**config.mk**
```make
export PLATFORM = sky130hd
export DESIGN_NAME = fetch_stage
export DESIGN_NICKNAME = d
export VERILOG_FILES = /design/src/rtl/fetch_stage.sv
export SDC_FILE = /design/constraint.sdc
export NUM_CORES = 1
export LEC_CHECK = 0
export BUFFER_PORTS_ARGS = -buffer_cell sky130_fd_sc_hd__buf_2
export CAP_MARGIN = 10
export CORE_UTILIZATION = 40
export DETAILED_ROUTE_END_ITERATION = 8
export PLACE_DENSITY = 0.71
export SYNTH_ARGS = -nofsm -noshare
export SYNTH_HDL_FRONTEND = slang
export SYNTH_SLANG_ARGS = --single-unit
export TNS_END_PERCENT = 5
```
**constraint.sdc**
```tcl
create_clock -name clk -period 2.07 [get_ports clk]
set_input_delay 0.207 -clock clk [delete_from_list [all_inputs] [get_ports clk]]
set_output_delay 0.207 -clock clk [all_outputs]
set_load 0.02 [all_outputs]
```
**src/rtl/fetch_stage.sv**
```systemverilog
// Fetch stage: owns the PC, issues single-outstanding word fetches over req/gnt/rvalid,
// and presents InstrFD/PCF_curr/PCPlus4FD to the F/D register. Optional: FETCH_MISALIGN_TRAP_EN.
//
// state  | meaning
// S_REQ  | request at PCF is driven (unless parked on a misaligned redirect)
// S_WAIT | one request granted, waiting for its response (stale = response is discarded)
// S_HOLD | response captured in buf_instr while decode is stalled
module fetch_stage #(
   parameter logic [31:0] RESET_PC  = 32'h0000_0000,
   parameter logic [31:0] NOP_INSTR = 32'h0000_0013
) (
   input  logic        clk,
   input  logic        rst,
   input  logic        StallF,
   input  logic        PCSrcE,
   input  logic [31:0] PCTargetE,
   output logic        imem_req,
   output logic [31:0] imem_addr,
   input  logic        imem_gnt,
   input  logic        imem_rvalid,
   input  logic [31:0] imem_rdata,
`ifdef FETCH_MISALIGN_TRAP_EN
   output logic        FetchMisalignF,
`endif
   output logic [31:0] InstrFD,
   output logic [31:0] PCF_curr,
   output logic [31:0] PCPlus4FD,
   output logic        FetchValidF,
   output logic        FetchBusyF
);

   typedef enum logic [1:0] {
      S_REQ  = 2'd0,
      S_WAIT = 2'd1,
      S_HOLD = 2'd2
   } state_t;

   state_t      state_q, state_d;
   logic [31:0] pcf_q, pcf_d;
   logic [31:0] buf_instr_q, buf_instr_d;
   logic        stale_q, stale_d;
   logic        lost_rsp_q, lost_rsp_d;
   logic [31:0] target;
   logic [31:0] pc_plus4;
   logic        parked;
   logic        granted;

`ifdef FETCH_MISALIGN_TRAP_EN
   logic misalign_q, misalign_d;

   assign target         = PCTargetE;
   assign parked         = misalign_q;
   assign FetchMisalignF = misalign_q;

   always_comb begin
      misalign_d = misalign_q;
      if (PCSrcE) misalign_d = (PCTargetE[1:0] != 2'b00);
   end

   always_ff @(posedge clk) begin
      if (rst) misalign_q <= 1'b0;
      else     misalign_q <= misalign_d;
   end
`else
   logic unused_tgt_lsbs;

   assign unused_tgt_lsbs = ^PCTargetE[1:0];
   assign target          = {PCTargetE[31:2], 2'b00};
   assign parked          = 1'b0;
`endif

   assign pc_plus4   = pcf_q + 32'd4;
   assign granted    = imem_req & imem_gnt;
   assign PCPlus4FD  = pc_plus4;
   assign FetchBusyF = ~FetchValidF;

   always_comb begin
      state_d     = state_q;
      pcf_d       = pcf_q;
      stale_d     = stale_q;
      buf_instr_d = buf_instr_q;
      imem_req    = 1'b0;
      imem_addr   = pcf_q;
      InstrFD     = NOP_INSTR;
      PCF_curr    = pcf_q;
      FetchValidF = 1'b0;
      if (!rst) begin
         case (state_q)
            S_REQ: begin
               imem_req = ~parked;
               if (PCSrcE) pcf_d = target;
               if (granted) begin
                  state_d = S_WAIT;
                  stale_d = PCSrcE;
               end
            end
            S_WAIT: begin
               if (imem_rvalid) begin
                  state_d = S_REQ;
                  stale_d = 1'b0;
                  if (PCSrcE) begin
                     pcf_d = target;
                  end else if (!stale_q) begin
                     InstrFD     = imem_rdata;
                     FetchValidF = 1'b1;
                     if (StallF) begin
                        buf_instr_d = imem_rdata;
                        state_d     = S_HOLD;
                     end else begin
                        pcf_d = pc_plus4;
                     end
                  end
               end else if (PCSrcE) begin
                  // response still in flight; mark it so it is dropped on arrival
                  stale_d = 1'b1;
                  pcf_d   = target;
               end
            end
            S_HOLD: begin
               InstrFD     = buf_instr_q;
               FetchValidF = 1'b1;
               if (PCSrcE) begin
                  pcf_d   = target;
                  state_d = S_REQ;
               end else if (!StallF) begin
                  pcf_d   = pc_plus4;
                  state_d = S_REQ;
               end
            end
            default: state_d = S_REQ;
         endcase
      end
   end

   // a response pending across reset may still arrive; it is ignored in S_REQ
   always_comb begin
      lost_rsp_d = lost_rsp_q;
      if (imem_rvalid || granted) lost_rsp_d = 1'b0;
   end

   always_ff @(posedge clk) begin
      if (rst) begin
         state_q     <= S_REQ;
         pcf_q       <= RESET_PC;
         stale_q     <= 1'b0;
         buf_instr_q <= NOP_INSTR;
         lost_rsp_q  <= 1'b1;
      end else begin
         state_q     <= state_d;
         pcf_q       <= pcf_d;
         stale_q     <= stale_d;
         buf_instr_q <= buf_instr_d;
         lost_rsp_q  <= lost_rsp_d;
      end
   end

   a_rvalid_in_wait: assert property (@(posedge clk) disable iff (rst)
      imem_rvalid |-> ((state_q == S_WAIT) || lost_rsp_q));

endmodule

```
Word level (Yosys, flattened, before mapping):

Cells that the tools add are included.

* muxes and demuxes: 31
* $add $sub $neg: 1
* equal/unequal tests: 7
* bitwise gates (word level): 4
* reduce and logical (&&, ||, !) cells: 7

Operator list (count)
* $mux W32: 10
* $pmux W32 S3: 1
* $pmux W32 S2: 1
* $add A32 B3 Y32 const B: 1
* $mux W2: 7
* $mux W1: 9
* $ne A3 B3 Y1 const B: 2
* $pmux W2 S3: 1
* $reduce_and A3 Y1: 2
* $reduce_and A5 Y1: 1
* $ne A2 B2 Y1 const B: 2
* $ne A4 B4 Y1 const B: 1
* $pmux W1 S2: 2
* $not A1 Y1: 3
* $reduce_bool A3 Y1: 1
* $eq A2 B1 Y1 const B: 1
* $eq A2 B2 Y1 const B: 1
* $logic_not A2 Y1: 1
* $reduce_and A2 Y1: 1
* $reduce_bool A2 Y1: 1
* $and A1 B1 Y1: 1

* output and inout port bits: 131
* register bits after elaboration: 67
* logic and storage cells: 54
* bits of input ports: 70

Longest topological paths before layout:

Gate-level depths: netlist of the first run.

* depth in word-level cells: 6
* gate-level depth with buffers: 9

Worst setup path after synthesis of the first run:

Ideal clock, no wire load.

* path type: register to output
* start: reg pcf_q[2], in the netlist PCF_curr[2]
* end: out PCPlus4FD[26]
* required time: 1.863 ns
* path slack: -0.290 ns
* data arrival time: 2.153 ns
* stages on the path, launching flop included: 7
* cells stage by stage: dfxtp_1 -> ha_1 -> nand3_1 -> or4_4 -> nor3_1 -> nand2_1 -> xnor2_1

* word-level cells in the longest chain between the ends: 1

Ends and longest elaborated chain
* from (decl): RTL line 39 `logic [31:0] pcf_q, pcf_d;`
* from (signal assigned): RTL line 150 `pcf_q <= pcf_d;`
* $add A32 B3 Y32: RTL line 72 `assign pc_plus4 = pcf_q + 32'd4;`
* to (decl): RTL line 27 `output logic [31:0] PCPlus4FD,`

Every way passes these cells.

Worst setup path after layout of the first run:

* start: reg pcf_q[4], in the netlist PCF_curr[4]
* end: out PCPlus4FD[24]

Same word-level chain as after synthesis.

==> results.yml, run 1 <==
yosys:
  synth-async-reset-ratio: 0
  synth_fp_nets: 759
  synthFlopType: "dfxtp_1"
  synth_top_area_frac: 0.2779
  synthCells: 684
  ys_top_cells_by_area: "dfxtp_1, nand2_1, a21oi_1"
  synth_edf_count: 0
  syn_area_per_cell_sq_um: 7.055
  syn-cell-area_sq_um: 4826
  ys_ff_latch: 67
  yosysSeqAreaShare: 0.2779
  ys_types: 69
  synth_top_area_cell: "dfxtp_1"
  ys_warn_count: 0
clock_network:
  clk_pin_slew_ps: 60
  cts_tree: "yes"
  cts_buffers: 9
  clock-sinks: 67
  cts_root_buf: "clkbuf_16"
  clk_latency_ps: 330
  clock_path_buffers: 2
  htree_levels: 3
  postCtsHoldBufs: 0
finish:
  fin_nets: 965
  diodes: 0
  final_common_cell: "buf_2"
  areaGrowthSynthToFinish_pct: 42.47
  layout_common_cells: "buf_2, nand2_1, buf_4"
  layout.cells.non_filler: 1038
  final_util: 0.5945
  post-route-cell-area_sq_um: 6875
  drive_gt1_frac: 0.4045
power_and_ir_drop:
  p_leak_nw: 3.207
  vdd_drop_max_mv: 0.3750
  switchingPower_mw: 1.357
  p_per_area_nw_per_um2: 617.2
  p_seq_frac: 0.332
  pwr-share-clk: 0.395
  p_int_mw: 2.887
  switching_share: 0.3197
  pwr-share-comb: 0.273
setup_path:
  endpoint_kind: "primary output"
  crit_required_ps: 1860
  crit_end: "PCPlus4FD[24]"
  crit_start: "PCF_curr[4]"
  crit_type: "reg -> out"
  r2r_cells: 7
  worstPathMaxFanout: 6
  reg2reg_slack_ps: 0
  cp.arrival_ps: 2020
  critPathLaunchType: "flop"
  timing.rr.end: "PCF_curr[18]"
  r2r-start: "PCF_curr[2]"
sta:
  final-hold-violation-count: 0
  clock.fmax_mhz: 448.9
  setup_tns_ps: -1364
  grt_setup_unrepaired: "true"
  skew_ps: 5.060
  setup_viol: 16
  drv_slew: 0
  relSlewSlack: 0.6251
  worst_slew_pin_slew_ps: 560.3
  post-route-period-util: 1.076
  final.setup.worst_slack_ps: -157.7
  fin_crit_ps: 2228
grt:
  grt_pass1_vias: 5327
  antenna_found_initial: 0
  grt_pass1_wl_um: 26600
  grt_max_degree: 36
  track_usage: 0.2629
  grt_overflow_total: 0
placed_design:
  place_area_sq_um: 6269
  place_congestion: 0.9005
  io_buffers: 198
  dp.cells: 1018
  hpwl_um: 12200
floorplan:
  num_rows: 39
  fp.dieW_um: 111.8
  die_h_um: 111.8
  num_io_pins: 201
  die_area_sq_um: 12510
  core_region_area_sq_um: 11560
  start_util: 0.4173
routing:
  vias: 5759
  dr.first_iter.drc_count: 389
  wirelength_um: 16460
  first_pass_iters: 8
  post_drt_wl_per_cell_um: 15.85
  drc: 16
  antenna_left: 0
  drt-vias-per-instance: 5.548
run_status:
  violations: "design-rule violations, negative setup slack"
  status: "complete, but fails checks"
min_path:
  hold_path_class: "in -> reg"
job:
  maxCapViolCount: 0
## Yosys cell counts, drive strengths merged (5+ instances only)
cell,instances
nor3,14
o211ai,5
mux2i,5
clkbuf,47
nor2,71
a211oi,6
o21ai,35
nand2,112
and3,11
and4,5
and2,6
xor2,13
dfxtp,67
a22oi,31
ha,5
xnor2,16
a21oi,60
inv,12
nand4,15
nand2b,6
nand3,20
buf,41
nor4,6
## flip-flops by register name (all words and copies together) (netlist names)
signal / flops
state_q: 2
buf_instr_q: 32
stale_q: 1
PCF_curr: 32
## logic make-up after synthesis
family                   after synthesis  synth area share
buffers and inverters                101            0.1066
AND/OR/NAND/NOR                      283            0.2751
multiplexers                           5           0.01037
XOR/XNOR                              29           0.05263
flip-flops                            67            0.2779
adder cells (fa/ha/maj)                5           0.01296
AO/OA/AOI/OAI                        194            0.2645
## power by group through the flow
stage | Sequential [mW] | Combinational (mW) | Clock (mW)
finish | 1.41 | 1.16 | 1.68
detailed placement | 1.43 | 1.10 | 0
global placement | 1.43 | 1.10 | 0
global route | 1.42 | 1.25 | 1.77
CTS | 1.40 | 1.12 | 1.70
floorplan | 1.50 | 0.616 | 0
## how the worst min path moves through the flow
stage                              start              end  slack [ps]  depth (start not counted)
final                      imem_rdata[4]   buf_instr_q[4]         100                          3
after global routing      imem_rdata[12]  buf_instr_q[12]         110                          3
after CTS                  imem_rdata[0]   buf_instr_q[0]          90                          3
after detailed placement   imem_rdata[0]   buf_instr_q[0]         440                          3
after global placement     imem_rdata[4]   buf_instr_q[4]         430                          3
after floorplan            imem_rdata[0]   buf_instr_q[0]         330                          2
## worst max-delay path, cell delays in order, from the launching register on
cell     delay (ps)
dfxtp_2         350
nand4_4         130
buf_12          160
nor4_4          420
nand4_1         260
xnor2_1         200
buf_4           160
## final cells by class
type | count | area [sq um]
Multi-Input combinational cell | 516 | 3172
Sequential cell | 67 | 1366
Timing Repair Buffer | 283 | 1784
Clock inverter | 7 | 100.1
Fill cell | 1076 | 4690
Clock buffer | 9 | 225.2
Inverter | 13 | 48.80
Tap cell | 143 | 178.9
## through the flow
| stage | setup WS, ps | total power, mW | hold slack [ps] |
|---|---|---|---|
| floorplan | -70.88 | 2.120 | 331.2 |
| detailed placement | 44.34 | 2.533 | 442.8 |
| finish | -157.7 | 4.244 | 100.0 |
| CTS | -186.1 | 4.225 | 90.11 |
| global placement | 28.59 | 2.524 | 431.1 |
| global route | -249.0 | 4.431 | 106.6 |
## metal layers
layer	up-vias	global-route usage	routed length, um
met3	26	0.06968	1439
met2	272	0.4402	7910
li1	2820	-	-
met1	2641	0.3292	6793
met5	-	0	0
met4	0	0.08018	312
## repair_timing
item,CTS,global route
buffers inserted,1,3
pin swaps,3,7
endpoints found under the hold margin,0,0
gates resized for setup,24,48
setup endpoints to repair,51,63
No activity file was read; power rests on OpenSTA's default activity.
==> run 2: changes to the inputs <==
Settings changed: CELL_PAD_IN_SITES_DETAIL_PLACEMENT from default to 1, CELL_PAD_IN_SITES_GLOBAL_PLACEMENT from default to 1, CORE_UTILIZATION 40 to 30, PLACE_DENSITY 0.71 to default, PLACE_DENSITY_LB_ADDON from default to 0.1.
==> results.yml, run 2 (same netlist as run 1, synthesis figures left out) <==
routing:
  dr.first_iter.drc_count: 224
  drc: 0
  drt-vias-per-instance: 5.321
  antenna_left: 0
  highest_layer: "met4"
  wirelength_um: 20230
  vias: 5928
  post_drt_wl_per_cell_um: 18.16
  dr_wl_met3_um: 1112
  met2WireLength_um: 10120
  wl_met1_um: 8505
  first_pass_iters: 4
sta:
  drv_slew: 0
  grt_setup_unrepaired: "true"
  skew_ps: 5.462
  final.setup.worst_slack_ps: -178.1
  setup_viol: 15
  post-route-period-util: 1.086
  worst_slew_pin_slew_ps: 444.3
  setup_tns_ps: -1376
  final-hold-violation-count: 0
  relSlewSlack: 0.7027
  clock.fmax_mhz: 444.8
  fin_crit_ps: 2248
floorplan:
  num_rows: 45
  die_area_sq_um: 16600
  start_util: 0.3128
  fp.dieW_um: 128.8
  die_h_um: 128.8
  core_region_area_sq_um: 15430
  num_io_pins: 201
run_status:
  status: "complete, but fails checks"
  violations: "negative setup slack"
grt:
  grt_max_degree: 54
  grt_overflow_total: 0
  track_usage: 0.2443
  grt_pass1_wl_um: 31580
  grt_pass1_vias: 5992
  antenna_found_initial: 0
clock_network:
  cts_buffers: 9
  cts_tree: "yes"
  clock_path_buffers: 2
  clock-sinks: 67
  cts_root_buf: "clkbuf_16"
  clk_pin_slew_ps: 60
  clk_latency_ps: 350
  htree_levels: 3
power_and_ir_drop:
  switchingPower_mw: 1.420
  switching_share: 0.3175
  p_seq_frac: 0.314
  p_per_area_nw_per_um2: 621.9
  p_leak_nw: 3.302
  pwr-share-comb: 0.272
  pwr-share-clk: 0.413
  vdd_drop_max_mv: 0.6241
  p_int_mw: 3.053
finish:
  areaGrowthSynthToFinish_pct: 49.05
  layout.cells.non_filler: 1114
  post-route-cell-area_sq_um: 7193
  final_common_cell: "buf_2"
  layout_common_cells: "buf_2, buf_4, nand2_1"
  diodes: 0
  drive_gt1_frac: 0.4230
  fin_nets: 973
setup_path:
  endpoint_kind: "primary output"
  critPathLaunchType: "flop"
  cp.arrival_ps: 2040
  worstPathMaxFanout: 3
  crit_type: "reg -> out"
  crit_required_ps: 1860
placed_design:
  dp.cells: 1089
  hpwl_um: 14570
  io_buffers: 198
  place_congestion: 0.8995
  place_area_sq_um: 6376
min_path:
  hold_path_class: "in -> reg"
job:
  maxCapViolCount: 0
[run 2: cell types whose count changed in the layout (fill, tap and decap cells not counted), sizes merged]
| cell | previous run | this run |
|---|---|---|
| bufinv | 2 | 3 |
| clkbuf | 9 | 10 |
| inv | 14 | 12 |
| buf | 283 | 291 |
[run 2: power by group through the flow]
| stage | sequential (mW) | clock, mW | combinational [mW] |
|---|---|---|---|
| after floorplan | 1.50 | 0 | 0.616 |
| after global placement | 1.43 | 0 | 1.12 |
| after detailed placement | 1.43 | 0 | 1.14 |
| after CTS | 1.40 | 1.88 | 1.20 |
| after global routing | 1.41 | 1.94 | 1.32 |
| final | 1.41 | 1.85 | 1.22 |
[run 2: area by class of cell]
type	instances	area, sq um
fill	1963	8234
multi-input combinational	516	3232
sequential	67	1370
clock inverter	6	112.6
tap	211	264.0
timing repair buffer	291	1927
clock buffer	10	239.0
inverter	13	48.80
[run 2: worst max-delay path, cell delays in order, from the launching register on]
cell and delay (ps):
dfxtp_1 340, nand4_2 160, or4_4 580, nor3_4 190
nand2_1 130, xnor2_2 150, buf_4 150
[run 2: final timing paths]
| check | start | end | slack (ps) | depth (start not counted) |
|---|---|---|---|---|
| max | PCF_curr[13] | PCPlus4FD[26] | -180 | 6 |
| min | imem_rdata[1] | buf_instr_q[1] | 90 | 3 |
| max reg2reg | PCF_curr[13] | PCF_curr[18] | -20 | 6 |
| min reg2reg | buf_instr_q[18] | buf_instr_q[18] | 460 | 2 |
[run 2: timing repair]
item | CTS | global route
setup buffers | 4 | 3
pin swaps | 8 | 11
resized for setup | 55 | 55
hold buffers | 0 | 0
cloned | 2 | 0
setup endpoints to repair | 62 | 71
[run 2: per-layer routing]
| layer | GRT usage | vias up |
|---|---|---|
| met5 | 0 | - |
| met4 | 0.08166 | 0 |
| met3 | 0.04657 | 34 |
| met2 | 0.4305 | 176 |
| met1 | 0.2973 | 2896 |
| li1 | - | 2822 |
[run 2: per-stage QoR]
stage / total power [mW] / setup slack (ps) / util / hold WS, ps
3_5_place_dp: 2.575 / -69.69 / 0.4133 / 442.7
3_3_place_gp: 2.547 / 28.49 / 0.4133 / 428.4
4_1_cts: 4.477 / -204.3 / 0.4534 / 79.14
6_report: 4.473 / -178.1 / 0.4663 / 85.65
2_1_floorplan: 2.120 / -70.88 / - / 331.2
5_1_grt: 4.665 / -282.1 / 0.4663 / 101.4
